`src/rtl/rca_alu_seq_pkg.sv`:
```
// Shared types for the wide-operand RCA_ALU sequencer.
// Opcodes, FSM states and the ALU control vector live here.
package rca_alu_seq_pkg;

   typedef enum logic [2:0] {
      OP_ADD   = 3'd0,
      OP_SUB   = 3'd1,
      OP_RSUB  = 3'd2,
      OP_OR    = 3'd3,
      OP_FLOOD = 3'd4
   } op_e;

   typedef enum logic [1:0] {
      IDLE = 2'd0,
      RUN  = 2'd1,
      DONE = 2'd2
   } state_e;

   typedef struct packed {
      logic inv_a;
      logic inv_b;
      logic c_in;
      logic or_en;
      logic flood;
   } alu_ctrl_t;

   // Reserved opcodes run as ADD, so only OR and FLOOD break the chain.
   function automatic logic chain_en(input op_e op);
      return !(op == OP_OR || op == OP_FLOOD);
   endfunction

endpackage

```
`src/rtl/rca_alu_op_decode.sv`:
```
// Opcode to word-0 ALU control vector plus carry-chain flag.
// Purely combinational.
module rca_alu_op_decode
   import rca_alu_seq_pkg::*;
(
   input  op_e       op_i,
   output alu_ctrl_t ctrl_o,
   output logic      chain_o
);

   always_comb begin
      ctrl_o  = '0;
      chain_o = chain_en(op_i);
      unique case (1'b1)
         (op_i == OP_SUB): begin
            ctrl_o.inv_b = 1'b1;
            ctrl_o.c_in  = 1'b1;
         end
         (op_i == OP_RSUB): begin
            ctrl_o.inv_a = 1'b1;
            ctrl_o.c_in  = 1'b1;
         end
         (op_i == OP_OR):    ctrl_o.or_en = 1'b1;
         (op_i == OP_FLOOD): ctrl_o.flood = 1'b1;
         default: ;
      endcase
   end

endmodule

```
`src/rtl/rca_alu_sequencer.sv`:
```
// Issues a wide operation to a BitWidth-wide RCA_ALU one word per
// cycle, LSW first, chaining carry and returning result plus flags.
module rca_alu_sequencer
   import rca_alu_seq_pkg::*;
#(
   parameter int BitWidth = 4,
   parameter int Words    = 4
) (
   input  logic                      clk,
   input  logic                      rst,
   input  logic                      req_valid,
   output logic                      req_ready,
   input  logic [2:0]                req_op,
   input  logic [BitWidth*Words-1:0] req_a,
   input  logic [BitWidth*Words-1:0] req_b,
   output logic                      rsp_valid,
   input  logic                      rsp_ready,
   output logic [BitWidth*Words-1:0] rsp_data,
   output logic                      rsp_cout,
   output logic                      rsp_zero,
   output logic                      rsp_overflow,
   output logic                      alu_InvA,
   output logic                      alu_InvB,
   output logic                      alu_cIn,
   output logic                      alu_ORen,
   output logic                      alu_FloodCarry,
   output logic [BitWidth-1:0]       alu_dINA,
   output logic [BitWidth-1:0]       alu_dINB,
   input  logic [BitWidth-1:0]       alu_dOUT,
   input  logic                      alu_cOut,
   input  logic                      alu_ifZero,
   input  logic                      alu_overflow
);

   localparam int W  = BitWidth * Words;
   localparam int KW = (Words > 1) ? $clog2(Words) : 1;

   state_e        state_q, state_d;
   op_e           op_q, op_d;
   logic [KW-1:0] k_q, k_d;
   logic [W-1:0]  a_q, a_d;
   logic [W-1:0]  b_q, b_d;
   logic [W-1:0]  res_q, res_d;
   logic          carry_q, carry_d;
   logic          zacc_q, zacc_d;
   logic          cout_q, cout_d;
   logic          zero_q, zero_d;
   logic          ovf_q, ovf_d;

   alu_ctrl_t base_ctrl;
   alu_ctrl_t ctrl;
   logic      chain;
   logic      last;
   int        idx;

   rca_alu_op_decode u_dec (
      .op_i   (op_q),
      .ctrl_o (base_ctrl),
      .chain_o(chain)
   );

   assign idx  = int'(k_q) * BitWidth;
   assign last = (k_q == KW'(Words - 1));

   // ALU drive is gated by state so reset silences it asynchronously.
   always_comb begin
      ctrl     = '0;
      alu_dINA = '0;
      alu_dINB = '0;
      if (state_q == RUN) begin
         ctrl = base_ctrl;
         if (k_q != '0) ctrl.c_in = chain & carry_q;
         alu_dINA = a_q[idx +: BitWidth];
         alu_dINB = b_q[idx +: BitWidth];
      end
   end

   assign alu_InvA       = ctrl.inv_a;
   assign alu_InvB       = ctrl.inv_b;
   assign alu_cIn        = ctrl.c_in;
   assign alu_ORen       = ctrl.or_en;
   assign alu_FloodCarry = ctrl.flood;

   always_comb begin
      state_d = state_q;
      op_d    = op_q;
      k_d     = k_q;
      a_d     = a_q;
      b_d     = b_q;
      res_d   = res_q;
      carry_d = carry_q;
      zacc_d  = zacc_q;
      cout_d  = cout_q;
      zero_d  = zero_q;
      ovf_d   = ovf_q;
      unique case (state_q)
         IDLE: begin
            if (req_valid) begin
               op_d    = op_e'(req_op);
               a_d     = req_a;
               b_d     = req_b;
               k_d     = '0;
               zacc_d  = 1'b1;
               state_d = RUN;
            end
         end
         RUN: begin
            res_d[idx +: BitWidth] = alu_dOUT;
            zacc_d  = zacc_q & alu_ifZero;
            carry_d = alu_cOut;
            if (last) begin
               cout_d  = alu_cOut;
               ovf_d   = alu_overflow;
               zero_d  = zacc_q & alu_ifZero;
               state_d = DONE;
            end else begin
               k_d = k_q + KW'(1);
            end
         end
         DONE: begin
            if (rsp_ready) state_d = IDLE;
         end
         default: state_d = IDLE;
      endcase
   end

   always_ff @(posedge clk or posedge rst) begin
      if (rst) begin
         state_q <= IDLE;
         op_q    <= OP_ADD;
         k_q     <= '0;
         a_q     <= '0;
         b_q     <= '0;
         res_q   <= '0;
         carry_q <= 1'b0;
         zacc_q  <= 1'b0;
         cout_q  <= 1'b0;
         zero_q  <= 1'b0;
         ovf_q   <= 1'b0;
      end else begin
         state_q <= state_d;
         op_q    <= op_d;
         k_q     <= k_d;
         a_q     <= a_d;
         b_q     <= b_d;
         res_q   <= res_d;
         carry_q <= carry_d;
         zacc_q  <= zacc_d;
         cout_q  <= cout_d;
         zero_q  <= zero_d;
         ovf_q   <= ovf_d;
      end
   end

   assign req_ready    = (state_q == IDLE);
   assign rsp_valid    = (state_q == DONE);
   assign rsp_data     = res_q;
   assign rsp_cout     = cout_q;
   assign rsp_zero     = zero_q;
   assign rsp_overflow = ovf_q;

endmodule
```
`config.mk`:
```
export PLATFORM = sky130hd
export DESIGN_NAME = rca_alu_sequencer
export DESIGN_NICKNAME = d
export VERILOG_FILES = /design/src/rtl/rca_alu_seq_pkg.sv /design/src/rtl/rca_alu_op_decode.sv /design/src/rtl/rca_alu_sequencer.sv
export SDC_FILE = /design/constraint.sdc
export NUM_CORES = 1
export LEC_CHECK = 0
export ABC_AREA = 1
export CAP_MARGIN = 5
export CORE_MARGIN = 2
export CORE_UTILIZATION = 30
export CTS_BUF_LIST = sky130_fd_sc_hd__clkbuf_4 sky130_fd_sc_hd__clkbuf_8 sky130_fd_sc_hd__clkbuf_16
export CTS_CLUSTER_DIAMETER = 120
export CTS_CLUSTER_SIZE = 20
export DETAILED_ROUTE_END_ITERATION = 6
export GPL_TIMING_DRIVEN = 0
export HOLD_SLACK_MARGIN = 0.08
export PLACE_DENSITY = 0.57
export SLEW_MARGIN = 5
export SYNTH_ARGS = -nofsm -noshare
export SYNTH_HDL_FRONTEND = slang
export SYNTH_SLANG_ARGS = --single-unit
export TNS_END_PERCENT = 1
```
`constraint.sdc`:
```
create_clock -name clk -period 2.56 [get_ports clk]
set_input_delay 0.512 -clock clk [delete_from_list [all_inputs] [get_ports clk]]
set_output_delay 0.512 -clock clk [all_outputs]
set_load 0.05 [all_outputs]
```
After elaboration in Yosys (flattened, before gate mapping)
Index checks and enable logic that the tools add are counted.

Logic and storage cells: 60. Input port bits: 46. Register bits: 60. Output and inout port bits: 34.

Add/sub/neg operators: 2. Mux-type cells: 19. Bitwise logic cells: 2. Shift operators: 4. Eq/ne operators: 11. Reductions and logical operators: 11.

Operators with widths (count): 4-bit negation with 33-bit output (1); 4-bit by 33-bit variable shift with 16-bit output, first input constant (1); 4-bit by 33-bit indexed part select with 16-bit output (1); 16-bit by 5-bit indexed part select with 4-bit output (2); 16-bit bitwise mux (1); 2-bit 2-to-1 mux (5); 4-bit 2-to-1 mux (2); 1-bit 2-to-1 mux (7); 3-bit by 2-bit equality test with 1-bit output, second input constant (2); 2-bit inequality test, second input constant (3); 2-bit one-hot mux with 3 select lines (1); 2-bit AND reduction (3); 3-bit AND reduction (2); 5-bit 2-to-1 mux (1); 2-bit equality test, second input constant (2); 2-bit one-hot mux with 2 select lines (1); 2-bit nonzero test (2); 3-bit by 1-bit equality test with 1-bit output, second input constant (1); 3-bit equality test, second input constant (1); 2-bit by 1-bit adder with 2-bit output, second input constant (1); 1-bit bitwise AND (2); 2-bit by 1-bit equality test with 1-bit output, second input constant (1); 2-bit logical NOT (1); 2-bit by 1-bit inequality test with 1-bit output, second input constant (1); 4 further kinds (4).

Depth between registers and ports, before layout
Gate-level depths: netlist (run 1).

Word-level depth: 6. Gate-level depth with buffers: 9. Gate-level depth less buffers: 8.

Cells and area by module
From an unflattened synthesis (run 1), not the netlist that was laid out.

Cell total of the unflattened synthesis: 372. Area, all modules: 2947.8 um^2.

By module, submodules not included: rca_alu_sequencer (times used 1, cells each 358, area each 2890.3 um^2); rca_alu_op_decode (times used 1, cells each 14, area each 57.6 um^2).

Worst setup path before layout (run 1)
No wires, ideal clock.

Kind: register to output. Start point: register k_q[0]. End point: output alu_dINB[0]. Setup slack: 0.343 ns. Stages on the path, launching flop included: 5. Arrival time: 1.705 ns. Cells stage by stage: dfrtp_1 inv_1 clkbuf_1 o21ai_0 a21oi_1.

Longest elaborated chain between the ends: 2.

Ends and longest elaborated chain: start, declared (RTL line rca_alu_sequencer.sv:40) `logic [KW-1:0] k_q, k_d;`; start signal, assigned (RTL line rca_alu_sequencer.sv:143) `k_q <= k_d;`; 16-bit by 5-bit indexed part select with 4-bit output (RTL line rca_alu_sequencer.sv:74) `alu_dINB = b_q[idx +: BitWidth];`; 4-bit 2-to-1 mux (RTL line rca_alu_sequencer.sv:70) `if (state_q == RUN) begin`; end, declared (RTL line rca_alu_sequencer.sv:28) `output logic [BitWidth-1:0] alu_dINB,`.

No other way between the ends.

Worst setup path after layout (run 1)
Start point: register k_q[0]. End point: output alu_dINA[3].

Longest elaborated chain between the ends: 2.

Ends and longest elaborated chain: 16-bit by 5-bit indexed part select with 4-bit output (RTL line rca_alu_sequencer.sv:73) `alu_dINA = a_q[idx +: BitWidth];`; 4-bit 2-to-1 mux (RTL line rca_alu_sequencer.sv:70); end, declared (RTL line rca_alu_sequencer.sv:27) `output logic [BitWidth-1:0] alu_dINA,`.

No other way between the ends.

==> run summary, run 1 <==
Maximum clock path buffer count - 2
Reg clk slew, reported paths - 0.07 ns
Final period utilization - 97.3%
Netlist cell types - 22
Worst path slowest cell - dfrtp_2
Pin count of the biggest net entering global routing - 34
Sw frac - 47.7%
Area of the mapped netlist - 2860 um^2
DRT Wirelength - 7.85 mm
Total track usage - 16.1%
Max_slew headroom - 59.3%
Critical path arrival - 1.98 ns
Grt ovf - 0
Global-route wire length before repair - 12.7 mm
Hpwl dp - 5.83 mm
Setup CP Type - register to output port
Slew Limit Fails - 0
Rows - 35
Vias - 2,596
Internal cell power - 3.04 mW
Startpoint types - register
Most frequent cells in the layout - nand2_1, clkdlybuf4s50_1, dfrtp_1
Depth of the CTS H-tree - 3
Vias/cell - 4.49
PD cells - 1420 nW/um^2
Leak Pwr - 1.95 nW
Comb pwr share - 54.9%
Max-Cap Viols - 0
Detail Route Antenna Nets - 0
Syn nets - 400
Final Util - 44.3%
Hold Fails Final Rpt - 0
Final setup vio count - 0
Antenna Cells - 0
Clock Sinks - 60
Avg Synthesized Cell Area - 8.18 um^2
Final setup skew - 0.00825 ns
Placed cell count - 558
Fin crit period - 2.49 ns
Core area - 9240 um^2
First-pass detailed-route iteration total - 6
Clock share of power - 17.1%
Worst-path cell chain - buf_2, buf_2, o211ai_1, a21oi_1, clkdlybuf4s18_2
Outcome - finished, final reports clean
Post-synthesis sequential area ratio - 52.6%
Maximum vdd drop - 485 uV
Die ar. - 10,300 um^2
Fmax - 401 MHz
Hold Path Class - register to register
GPL Wtd Cong - 0.771
Initial antenna violation count - 0
Layout cells sized above 1 - 13.6%
Initial Util - 30.9%
P&R area growth vs syn - 43.5%
Unrepaired setup endpoints after global routing - true
CP dominant cell by count - buf_2
Max stage delay on crit path - 0.42 ns
Commonest non-fill, non-tap cell in the layout - nand2_1
Psw - 2.78 mW
Worst-margin pin slew - 0.609 ns
Ys Warns - 0
Element type at the critical path end - output port
Port Buffers - 79
WL/cell - 13.6 um
Gate Count Post-Synth - 349
Die X - 102 um
Top-Level Pins - 80
Die H - 102 um
WP data required - 2.05 ns
Initial drt markers - 85
Post-route insts no fill - 578
CTS tree - built
Yosys reg bits - 60
Clk Latency, worst-skew pair - 0.34 ns
CP max FO - 10
Net total in the final layout - 495
Clock buffer count from CTS - 9
CTS root buffer - clkbuf_8
Vias in the first global route - 2,584
DRC - 0
Sequential power share - 28.0%
==> worst max-delay path: cells and delay by family, from the launching register on <==
| kind | cells | cell delay, ns |
|---|---|---|
| AOI/OAI and AO/OA | 2 | 0.31 |
| buffers and inverters | 3 | 0.90 |
| DFF | 1 | 0.42 |
==> synthesized netlist by cell type <==
cell type	number	area share, %
a21oi_1	23	4.0
buf_1	1	0.13
buf_2	7	1.2
buf_4	3	0.79
buf_6	2	0.79
clkbuf_1	5	0.66
dfrtp_1	60	53
ha_1	5	2.2
inv_1	29	3.8
inv_2	1	0.13
nand2_1	101	13
nand2_2	3	0.66
nand3_1	32	5.6
nand4_1	3	0.66
nor2_1	33	4.3
nor2_2	2	0.44
nor2_4	3	1.2
o211ai_1	11	2.9
o21ai_0	17	3.0
o21ai_1	6	1.1
o21ai_2	1	0.31
o31ai_1	1	0.26
==> sequential cells by signal, indices dropped and copies added, names as in the netlist <==
name	count
a_q	16
b_q	16
carry_q	1
k_q	2
op_q	3
rsp_cout	1
rsp_data	16
rsp_overflow	1
rsp_zero	1
state_q	2
zacc_q	1
==> through the flow <==
| step | setup TNS (ns) | hold slack [ns] | worst slack [ns] | cell area (um^2) | power, mW |
|---|---|---|---|---|---|
| 2_1_floorplan | 0 | 0.437 | 0.343 | 2860 | 3.81 |
| 3_3_place_gp | -34.24 | 0.450 | -0.564 | 3810 | 4.78 |
| 3_5_place_dp | -0.763 | 0.455 | -0.411 | 3830 | 4.84 |
| 4_1_cts | -0.138 | 0.472 | -0.138 | 4060 | 5.80 |
| 5_1_grt | -0.0474 | 0.494 | -0.0474 | 4100 | 6.22 |
| 6_report | 0 | 0.472 | 0.0691 | 4100 | 5.82 |
==> final timing paths <==
kind                        start  slack, ns  cells past startpoint     endpoint
min                        b_q[7]       0.47                      2       b_q[7]
max in group asynchronous     rst       1.40                      3      a_q[10]
min reg2reg                b_q[7]       0.47                      2       b_q[7]
max reg2reg                k_q[0]       0.96                      6  rsp_data[3]
max                        k_q[0]       0.07                      5  alu_dINA[3]
min in group asynchronous     rst       0.57                      2  rsp_data[8]
==> metal layers <==
layer / vias up / share of wire, % / track usage, %
met3: 8 / 5.2 / 3.17
met2: 74 / 45 / 25.1
met5: - / 0 / 0
li1: 1314 / - / -
met1: 1200 / 48 / 22.1
met4: 0 / 1.2 / 5.93
==> cells by family after synthesis <==
logic type / count (synthesis) / synth area share (%)
AO/OA/AOI/OAI: 59 / 11.5
adder cells (fa/ha/maj): 5 / 2.19
buffers and inverters: 48 / 7.54
flip-flops: 60 / 52.6
AND/OR/NAND/NOR: 177 / 26.2
==> cell type report <==
class | instances | area [um^2]
buffer | 17 | 100
multi-input combinational | 241 | 1140
clock buffer | 12 | 165
fill | 951 | 5140
tap | 129 | 161
sequential | 60 | 1500
clock inverter | 4 | 70.1
timing repair buffer | 85 | 838
inverter | 30 | 120
==> power groups by stage <==
stage,clock network [mW],logic [mW],registers (mW)
6_report,0.994,3.19,1.63
4_1_cts,1.01,3.17,1.62
2_1_floorplan,0,1.80,2.01
3_5_place_dp,0,3.20,1.64
3_3_place_gp,0,3.16,1.62
5_1_grt,1.05,3.49,1.69
==> what timing repair did <==
item | in CTS | in global routing
pin swaps | 0 | 0
hold buffers | 0 | 0
buffers inserted | 0 | 5
setup endpoints to repair | 14 | 11
gates resized for setup | 32 | 15
No activity file was read; power rests on OpenSTA's default activity.
==> run 2, diff against run 1 <==
==> constraint.sdc (replaced) <==
create_clock -name clk -period 2.56 [get_ports clk]
set_input_delay 0.512 -clock clk [delete_from_list [all_inputs] [get_ports clk]]
set_output_delay 0.512 -clock clk [all_outputs]
set_load 0.005 [all_outputs]
==> run 2 against run 1 <==
Worst setup slack got worse by 0.010 ns. Cell count fell by 0.52%. Final area rose by 0.64%. Die area did not move. Count of clock-buffer cells in the layout did not move. Total power fell by 14%. Via count rose by 1.4%. Sequential cell count did not move. Critical endpoint unchanged.
==> run summary, run 2 (same netlist as run 1, synthesis figures left out) <==
Unrepaired setup endpoints after global routing - true (unchanged)
Element type at the critical path end - output port (unchanged)
Top-Level Pins - 80 (unchanged)
P&R area growth vs syn - 44.4% (was 43.5%)
Maximum vdd drop - 385 uV (was 485 uV)
Reg clk slew, reported paths - 0.07 ns (about the same)
Clock Sinks - 60 (unchanged)
Worst path slowest cell - clkdlybuf4s50_1 (was dfrtp_2)
Startpoint types - register (unchanged)
Final setup vio count - 0 (unchanged)
Net total in the final layout - 492 (was 495)
Critical path arrival - 1.99 ns (was 1.98 ns)
Fin crit period - 2.50 ns (was 2.49 ns)
Max_slew headroom - 59.7% (was 59.3%)
Hold Path Class - register to register (unchanged)
Maximum clock path buffer count - 2 (unchanged)
Filler cells - 942 (was 951)
Outcome - finished, final reports clean (unchanged)
Antenna Cells - 0 (unchanged)
Initial drt markers - 117 (was 85)
Pin count of the biggest net entering global routing - 34 (unchanged)
Fmax - 400 MHz (was 401 MHz)
Register area - 1510 um^2 (was 1500 um^2)
Detail Route Antenna Nets - 0 (unchanged)
Max-Cap Viols - 0 (unchanged)
Area of the multi-input gates - 1160 um^2 (was 1140 um^2)
Commonest non-fill, non-tap cell in the layout - nand2_1 (unchanged)
CP dominant cell by count - buf_4 (was buf_2)
Port Buffers - 79 (unchanged)
DRC - 0 (unchanged)
Layout cells sized above 1 - 12.1% (was 13.6%)
Initial Util - 30.9% (unchanged)
Setup CP Type - register to output port (unchanged)
Hold Fails Final Rpt - 0 (unchanged)
Slew Limit Fails - 0 (unchanged)
Final period utilization - 97.7% (was 97.3%)
GPL Wtd Cong - 0.771 (unchanged)
Global-route wire length before repair - 12.7 mm (about the same)
Post-place instance area - 3830 um^2 (unchanged)
CTS root buffer - clkbuf_8 (unchanged)
WL/cell - 13.7 um (was 13.6 um)
Die X - 102 um (unchanged)
PD cells - 1210 nW/um^2 (was 1420 nW/um^2)
Final Util - 44.6% (was 44.3%)
Leak Pwr - 1.94 nW (was 1.95 nW)
CP max FO - 10 (unchanged)
First-pass detailed-route iteration total - 4 (was 6)
Worst-margin pin slew - 0.604 ns (was 0.609 ns)
Total track usage - 16.0% (was 16.1%)
Vias - 2,633 (was 2,596)
Hpwl dp - 5.83 mm (unchanged)
Depth of the CTS H-tree - 3 (unchanged)
Die H - 102 um (unchanged)
Max stage delay on crit path - 0.54 ns (was 0.42 ns)
Worst-path cell chain - buf_4, buf_4, o211ai_1, a21oi_1, clkdlybuf4s50_1 (was buf_2, buf_2, o211ai_1, a21oi_1, clkdlybuf4s18_2)
Most frequent cells in the layout - nand2_1, clkdlybuf4s50_1, dfrtp_1 (unchanged)
Finished Cell Area - 4120 um^2 (was 4100 um^2)
WP data required - 2.05 ns (about the same)
Clk Latency, worst-skew pair - 0.34 ns (about the same)
CTS tree - built (unchanged)
Vias in the first global route - 2,593 (was 2,584)
Die ar. - 10,300 um^2 (unchanged)
Vias/cell - 4.58 (was 4.49)
Grt ovf - 0 (unchanged)
Initial antenna violation count - 0 (unchanged)
Rows - 35 (unchanged)
DRT Wirelength - 7.87 mm (was 7.85 mm)
Clock buffer count from CTS - 9 (unchanged)
Core area - 9240 um^2 (unchanged)
Final setup skew - 0.00823 ns (was 0.00825 ns)
==> run 2: cell types whose count changed in the layout (fill, tap and decap cells not counted), sizes merged <==
| cell | previous run | this run |
|---|---|---|
| clkdlybuf4s50 | 65 | 78 |
| clkdlybuf4s15 | 7 | 0 |
| buf | 20 | 17 |
| clkbuf | 18 | 15 |
| clkdlybuf4s18 | 2 | 0 |
| dlygate4sd2 | 2 | 0 |
| clkinvlp | 2 | 1 |
| dlymetal6s2s | 0 | 1 |
| inv | 28 | 29 |
==> run 2: through the flow <==
step	cells	setup TNS (ns)	hold WS, ns	power (mW)	setup WS, ns
after floorplan	349	0	0.437	2.92	0.563
after global routing	575	-0.0187	0.494	5.42	-0.0121
after global placement	557	-33.68	0.450	3.89	-0.564
after detailed placement	558	-0.109	0.455	3.94	-0.109
final	575	0	0.475	5.01	0.0588
after CTS	574	0	0.472	5.00	0.00615
==> run 2: layout make-up <==
class | instances | share of cell area, %
buffer | 17 | 2.67
clock buffer | 12 | 4.00
clock inverter | 4 | 1.70
inverter | 30 | 2.94
multi-input combinational | 241 | 28.2
sequential | 60 | 36.5
tap | 129 | 3.91
timing repair buffer | 82 | 20.1
==> run 2: where the power goes <==
part / switching (mW) / total [mW] / leakage (nW) / internal [mW]
Clock: 0.365 / 0.989 / 0.122 / 0.624
Sequential: 0.252 / 1.63 / 0.740 / 1.38
Combinational: 1.29 / 2.39 / 1.08 / 1.10
Total: 1.91 / 5.01 / 1.94 / 3.10
==> run 2: routing by layer <==
metal	up-vias	GRT usage, %	wire (um)
met3	9	3.17	315
li1	1310	-	-
met4	0	5.93	116
met5	-	0	0
met2	77	25.0	3580
met1	1237	22.1	3860
==> run 2: worst max-delay path: cells and delay by family (launching register included) <==
family	cells	cell delay, ns
buffers and inverters	3	0.93
DFF	1	0.42
AOI/OAI and AO/OA	2	0.30
==> run 2: repair_timing <==
action	4_1_cts	5_1_grt
gates cloned	0	0
setup endpoints to repair	9	9
endpoints found under the hold margin	0	0
buffers inserted	1	1
hold buffers	0	0
gates resized for setup	11	10
==> run 2: worst paths after layout <==
kind | startpoint | endpoint | slack (ns) | cells after the start
setup / recovery | k_q[0] | alu_dINA[3] | 0.06 | 5
hold / removal | b_q[7] | b_q[7] | 0.47 | 2
setup reg to reg | k_q[0] | rsp_data[3] | 0.92 | 6
hold reg to reg | b_q[7] | b_q[7] | 0.47 | 2
max in group asynchronous | rst | b_q[6] | 1.40 | 3
min in group asynchronous | rst | rsp_data[8] | 0.57 | 2
